--- config.mk ---
export PLATFORM = sky130hd
export DESIGN_NAME = wdt_kick_ctrl
export DESIGN_NICKNAME = d
export VERILOG_FILES = /design/src/rtl/wdt_kick_ctrl.sv
export SDC_FILE = /design/constraint.sdc
export NUM_CORES = 1
export LEC_CHECK = 0
export ABC_CLOCK_PERIOD_IN_PS = 2600
export BUFFER_PORTS_ARGS = -buffer_cell sky130_fd_sc_hd__clkbuf_2
export CORE_MARGIN = 4
export CORE_UTILIZATION = 35
export DETAILED_ROUTE_END_ITERATION = 12
export MAX_ROUTING_LAYER = met4
export PLACE_DENSITY = 0.54
export SLEW_MARGIN = 5
export SYNTH_ARGS = -nofsm -noshare
export SYNTH_HDL_FRONTEND = slang
export SYNTH_SLANG_ARGS = --single-unit
export TNS_END_PERCENT = 100
--- constraint.sdc ---
create_clock -name pclk -period 2.6 [get_ports pclk]
set_input_delay 0.13 -clock pclk [delete_from_list [all_inputs] [get_ports pclk]]
set_output_delay 0.13 -clock pclk [all_outputs]
set_load 0.03 [all_outputs]
--- src/rtl/wdt_kick_ctrl.sv ---
`default_nettype none
// ============================================================================
//  Module   : wdt_kick_ctrl
//  Purpose  : APB master that brings up the secure watchdog (TORR, then CR)
//             and then services it autonomously. It kicks the watchdog once
//             per period, but only if the CPU supplied a heartbeat since the
//             last kick. On a watchdog interrupt it either clears it (EOI
//             read followed by a kick) or abandons the watchdog so that the
//             watchdog's system reset fires.
//  Ports    : pclk / prst_b           - clock, async active-low reset
//             start                   - launches init (sampled in IDLE only)
//             cfg_top / cfg_rmod      - TORR timeout / CR response mode
//             cfg_period              - pclk cycles per kick opportunity
//             heartbeat               - CPU health pulse
//             wdt_intr                - watchdog interrupt level
//             m_psel .. m_prdata      - APB master port (no pready)
//             busy / locked / miss_cnt- status
//  Revision : 1.0 - initial release
// ============================================================================
module wdt_kick_ctrl #(
    parameter int CNT_W  = 24,
    parameter int MISS_W = 4
) (
    input  logic              pclk,
    input  logic              prst_b,
    input  logic              start,
    input  logic [3:0]        cfg_top,
    input  logic              cfg_rmod,
    input  logic [CNT_W-1:0]  cfg_period,
    input  logic              heartbeat,
    input  logic              wdt_intr,
    output logic              m_psel,
    output logic              m_penable,
    output logic              m_pwrite,
    output logic [7:0]        m_paddr,
    output logic [31:0]       m_pwdata,
    input  logic [31:0]       m_prdata,
    output logic              busy,
    output logic              locked,
    output logic [MISS_W-1:0] miss_cnt
);

    localparam logic [7:0]  C_ADDR_CR   = 8'h00;
    localparam logic [7:0]  C_ADDR_TORR = 8'h04;
    localparam logic [7:0]  C_ADDR_CRR  = 8'h0C;
    localparam logic [7:0]  C_ADDR_EOI  = 8'h14;
    localparam logic [31:0] C_KICK_VAL  = 32'h0000_0076;

    typedef enum logic [2:0] {
        S_IDLE      = 3'd0,
        S_INIT_TORR = 3'd1,
        S_INIT_CR   = 3'd2,
        S_RUN       = 3'd3,
        S_KICK      = 3'd4,
        S_CLR_EOI   = 3'd5,
        S_LOCKED    = 3'd6
    } state_t;

    state_t             r_state;
    logic [CNT_W-1:0]   r_cnt;
    logic [CNT_W-1:0]   r_period_m1;
    logic               r_hb_seen;

    logic               w_tick;
    logic               w_miss_sat;
    logic               w_hb_live;
    logic               w_unused_prdata;

    // The EOI read only clears the interrupt as a side effect; its data is
    // of no interest to this controller.
    assign w_unused_prdata = ^m_prdata;

    assign w_tick     = (r_cnt == r_period_m1);
    assign w_miss_sat = &miss_cnt;
    assign w_hb_live  = (r_state != S_IDLE) && (r_state != S_LOCKED);

    always_ff @(posedge pclk or negedge prst_b) begin
        if (!prst_b) begin
            r_state     <= S_IDLE;
            r_cnt       <= '0;
            r_period_m1 <= '0;
            r_hb_seen   <= 1'b0;
            m_psel      <= 1'b0;
            m_penable   <= 1'b0;
            m_pwrite    <= 1'b0;
            m_paddr     <= 8'h00;
            m_pwdata    <= 32'h0;
            busy        <= 1'b0;
            locked      <= 1'b0;
            miss_cnt    <= '0;
        end else begin
            case (r_state)
                S_IDLE: begin
                    if (start) begin
                        r_state     <= S_INIT_TORR;
                        m_psel      <= 1'b1;
                        m_penable   <= 1'b0;
                        m_pwrite    <= 1'b1;
                        m_paddr     <= C_ADDR_TORR;
                        m_pwdata    <= {24'h0, cfg_top, cfg_top};
                        busy        <= 1'b1;
                        // A zero period is folded to one cycle per tick.
                        r_period_m1 <= (cfg_period == '0) ? '0
                                                          : cfg_period - CNT_W'(1);
                    end
                end

                S_INIT_TORR: begin
                    if (!m_penable) begin
                        m_penable <= 1'b1;
                    end else begin
                        // Chain straight into the CR setup cycle.
                        r_state   <= S_INIT_CR;
                        m_penable <= 1'b0;
                        m_paddr   <= C_ADDR_CR;
                        m_pwdata  <= {30'h0, cfg_rmod, 1'b1};
                    end
                end

                S_INIT_CR: begin
                    if (!m_penable) begin
                        m_penable <= 1'b1;
                    end else begin
                        r_state   <= S_RUN;
                        m_psel    <= 1'b0;
                        m_penable <= 1'b0;
                        m_pwrite  <= 1'b0;
                        r_cnt     <= '0;
                        r_hb_seen <= 1'b0;
                    end
                end

                S_RUN: begin
                    // The interrupt outranks a coincident period tick.
                    if (wdt_intr) begin
                        if (r_hb_seen) begin
                            r_state   <= S_CLR_EOI;
                            m_psel    <= 1'b1;
                            m_penable <= 1'b0;
                            m_pwrite  <= 1'b0;
                            m_paddr   <= C_ADDR_EOI;
                        end else begin
                            r_state <= S_LOCKED;
                            busy    <= 1'b0;
                            locked  <= 1'b1;
                        end
                    end else if (w_tick) begin
                        r_cnt <= '0;
                        if (r_hb_seen) begin
                            r_state   <= S_KICK;
                            m_psel    <= 1'b1;
                            m_penable <= 1'b0;
                            m_pwrite  <= 1'b1;
                            m_paddr   <= C_ADDR_CRR;
                            m_pwdata  <= C_KICK_VAL;
                        end else if (!w_miss_sat) begin
                            miss_cnt <= miss_cnt + MISS_W'(1);
                        end
                    end else begin
                        r_cnt <= r_cnt + CNT_W'(1);
                    end
                end

                S_KICK: begin
                    if (!m_penable) begin
                        m_penable <= 1'b1;
                    end else begin
                        // Counter restarts here; after a plain tick it is
                        // already zero, after an EOI it may not be.
                        r_state   <= S_RUN;
                        m_psel    <= 1'b0;
                        m_penable <= 1'b0;
                        m_pwrite  <= 1'b0;
                        r_cnt     <= '0;
                        r_hb_seen <= 1'b0;
                    end
                end

                S_CLR_EOI: begin
                    if (!m_penable) begin
                        m_penable <= 1'b1;
                    end else begin
                        r_state   <= S_KICK;
                        m_penable <= 1'b0;
                        m_pwrite  <= 1'b1;
                        m_paddr   <= C_ADDR_CRR;
                        m_pwdata  <= C_KICK_VAL;
                    end
                end

                S_LOCKED: begin
                    // Terminal until reset.
                end

                default: begin
                    r_state   <= S_IDLE;
                    m_psel    <= 1'b0;
                    m_penable <= 1'b0;
                    m_pwrite  <= 1'b0;
                    busy      <= 1'b0;
                end
            endcase

            // Placed last so a heartbeat wins over any clear in the same cycle.
            if (heartbeat && w_hb_live) begin
                r_hb_seen <= 1'b1;
            end
        end
    end

endmodule
`default_nettype wire

==> run metrics <==
Avg WL per Cell 14.6 um; Placed Cells 711; clock buffer depth 2; crit-path max cell delay 530 ps; via count 3591; Num Clock Sinks 70; GR Layer Usage met3 1.82%; cell count after synthesis roughly 500; Die Height ~120 um; RSZ-0062 raised after global routing no; CP max stage cell dfrtp_1; Synth Register Bits 70; Boundary Pins 115; Via density a little under 5; clock network fraction of total power 27.5%; first-pass GRT wire length approximately 18 mm; Std-Cell Rows 40; Comb power frac 40.9%; crit path from r_state[2]; Remaining Overflow, GRT 0; sequential share of power 31.6%; reg2reg start r_state[2]; headroom to the max-slew limit slightly above 40%; Worst Path Required approximately 2800 ps; final slew viol count 0; DRC Markers 0; Worst setup EP type register; Port Buf Inserts 53; post-cts hold buffer count 1; setup TNS 0 ps; CTS tree yes; DP Wirelength 7.97 mm; critical setup path kind register to register; gpl congestion 0.878; Clk pin slew, worst setup/hold paths 60 ps; vias in the first global route 3533; Fmax 445 MHz; number of inserted diodes 0; asr flop ratio synth 100%; switching share of power 39.2%; DRT Pass-1 Iters 5; Hold Crit Start heartbeat; final setup fails 0; M1 GR Usage 20.7%; final hold violation count 0; MaxCap Viol Count 0; largest net degree at the start of global routing 45; post-cts resize count 0; Core Footprint 12300 sq um; antenna viol nets, final 0; status finished clean; Internal about 3.3 mW; fin crit share 86.4%; die area 14600 sq um; DP Worst Slack 359 ps; switching power around 2.1 mW; sequential element share of the synthesized area 39.3%; Critical Path AT roughly 2500 ps; DR iter-0 viols 209; synth unique cells 66; total design power 5.47 mW; cts bufs inserted 9; Synth Area per Inst 8.97 sq um; CTS root buffer clkbuf_16; initial antenna violation count 0; min setup slack post-route 354 ps; Synth Flop Type dfrtp_1; P_leak around 2.3 nW; Least-Margin Pin Slew 880 ps; Die X roughly 120 um; share of cells above drive strength 1 about 20%; synthesized area between 4000 and 5000 sq um; Most Crowded Layer GR met2; Routed WL 10.6 mm; Final Non-Filler Cells between 700 and 800; fin crit period roughly 2200 ps; CP cell instances nand2b_1, a21o_1, and2_1, nor4_1, xnor2_1, nor2_1; Clock Skew between 6 and 7 ps; Power Dens Cells approximately 1000 nW/um^2; number of synthesized flops with an enable pin 0; clk_lat worst skew 320 ps; peak supply drop 393 uV; M2 GR Usage approximately 25%; Area growth syn-to-layout 16.9%; # H-tree levels 3; CP Max Fanout 14; Initial Util a little over a third; Hold WC Path Type primary input to register; synth warn 0; Startpoint Class register; Post-CTS Setup Bufs 0; global-route usage over all layers 15.6%; Nets roughly 630
## power by group through the flow
stage                     combinational, mW  sequential [mW]  clock (mW)
after floorplan                        1.56             1.84           0
after global placement                 2.22             1.74           0
after detailed placement               2.25             1.75           0
after CTS                              2.26             1.74        1.53
after global routing                   2.51             1.79        1.58
final                                  2.24             1.73        1.50
## critical path: cells and delay by family, from the launching register on
kind	cells	cell delay [ps]
xor gates and xnor gates	1	170
and+or+nand+nor	4	1190
DFF	1	530
AOI/OAI and AO/OA	1	250
## metal layers
metal / vias to the layer above / routed length, um
met5: - / 0
met3: 6 / 497
met2: 94 / 5070
met4: 0 / 116
li1: 1808 / -
met1: 1683 / 4960
## cell usage in the layout (no fill, tap or decap), types with 11 or more instances in the layout
master	count
nor2_1	39
buf_4	15
xnor2_1	42
a21oi_1	19
nand3_1	19
o21ai_0	34
nand2_1	55
conb_1	29
dfrtp_1	70
o21ai_1	11
clkbuf_2	52
inv_1	13
## sequential cells by signal, indices dropped and copies added, names as in the netlist, 3 cells and up
register / count
m_paddr: 3
miss_cnt: 4
m_pwdata: 6
r_cnt: 24
r_state: 3
r_period_m1: 24
## final timing paths
kind | endpoint | slack (ps) | depth (start not counted)
min | r_hb_seen | 60 | 3
min reg2reg | locked | 480 | 1
max reg2reg | r_cnt[23] | 350 | 6
min in group asynchronous | busy | 380 | 2
max | r_cnt[23] | 350 | 6
max in group asynchronous | r_period_m1[1] | 1540 | 3
## cell families (layout without fill, tap and decap cells)
logic type	Yosys count	count (layout)	share of synthesized area, %
XOR/XNOR	53	53	10.7
buffers and inverters	65	99	8.50
flip-flops	70	70	39.3
other	1	29	0.0841
adder cells (fa/ha/maj)	4	4	1.12
multiplexers	9	9	2.22
AO/OA/AOI/OAI	114	114	16.3
AND/OR/NAND/NOR	181	181	21.8
## stage by stage
| step | hold WS (ps) | area (sq um) | util (%) |
|---|---|---|---|
| 2_1_floorplan | -166 | 4560 | - |
| 3_3_place_gp | 215 | 4850 | 39.5 |
| 3_5_place_dp | 214 | 4850 | 39.5 |
| 4_1_cts | 53.1 | 5220 | 42.5 |
| 5_1_grt | 87.5 | 5220 | 42.5 |
| 6_report | 58.6 | 5220 | 42.5 |
## layout make-up
type | instances | area, sq um
Clock inverter | 6 | 134
Fill cell | 1227 | 7050
Clock buffer | 9 | 225
Inverter | 14 | 52.6
Sequential cell | 70 | 1750
Multi-Input combinational cell | 390 | 2430
Tap cell | 168 | 210
Timing Repair Buffer | 70 | 408
## cell usage after synthesis, types with 3 or more instances
library cell / instances / share of area, %
a21o_1: 5 / 0.84
a211oi_1: 3 / 0.51
nor3_2: 4 / 0.90
mux2_2: 7 / 1.8
o31ai_1: 5 / 0.84
and3_1: 7 / 0.98
buf_4: 32 / 5.4
nor4_1: 3 / 0.42
o21ai_1: 11 / 1.2
buf_2: 5 / 0.56
o21ai_0: 34 / 3.8
nor3b_1: 5 / 0.84
inv_1: 13 / 1.1
dfrtp_1: 70 / 39
nor3_1: 8 / 0.90
nand2_1: 55 / 4.6
nor4_4: 3 / 1.4
a21oi_1: 19 / 2.1
nor2_1: 39 / 3.3
nand3_1: 19 / 2.1
o22ai_1: 4 / 0.56
and2_1: 3 / 0.42
nor2b_1: 5 / 0.70
a31oi_1: 8 / 1.1
nand2b_1: 4 / 0.56
xnor2_1: 42 / 8.2
nand4_1: 9 / 1.3
xor2_1: 9 / 1.8
ha_1: 4 / 1.1
clkbuf_1: 12 / 1.0
a22o_1: 4 / 0.79
or3_1: 4 / 0.56
(Power assumes the default switching activity.)
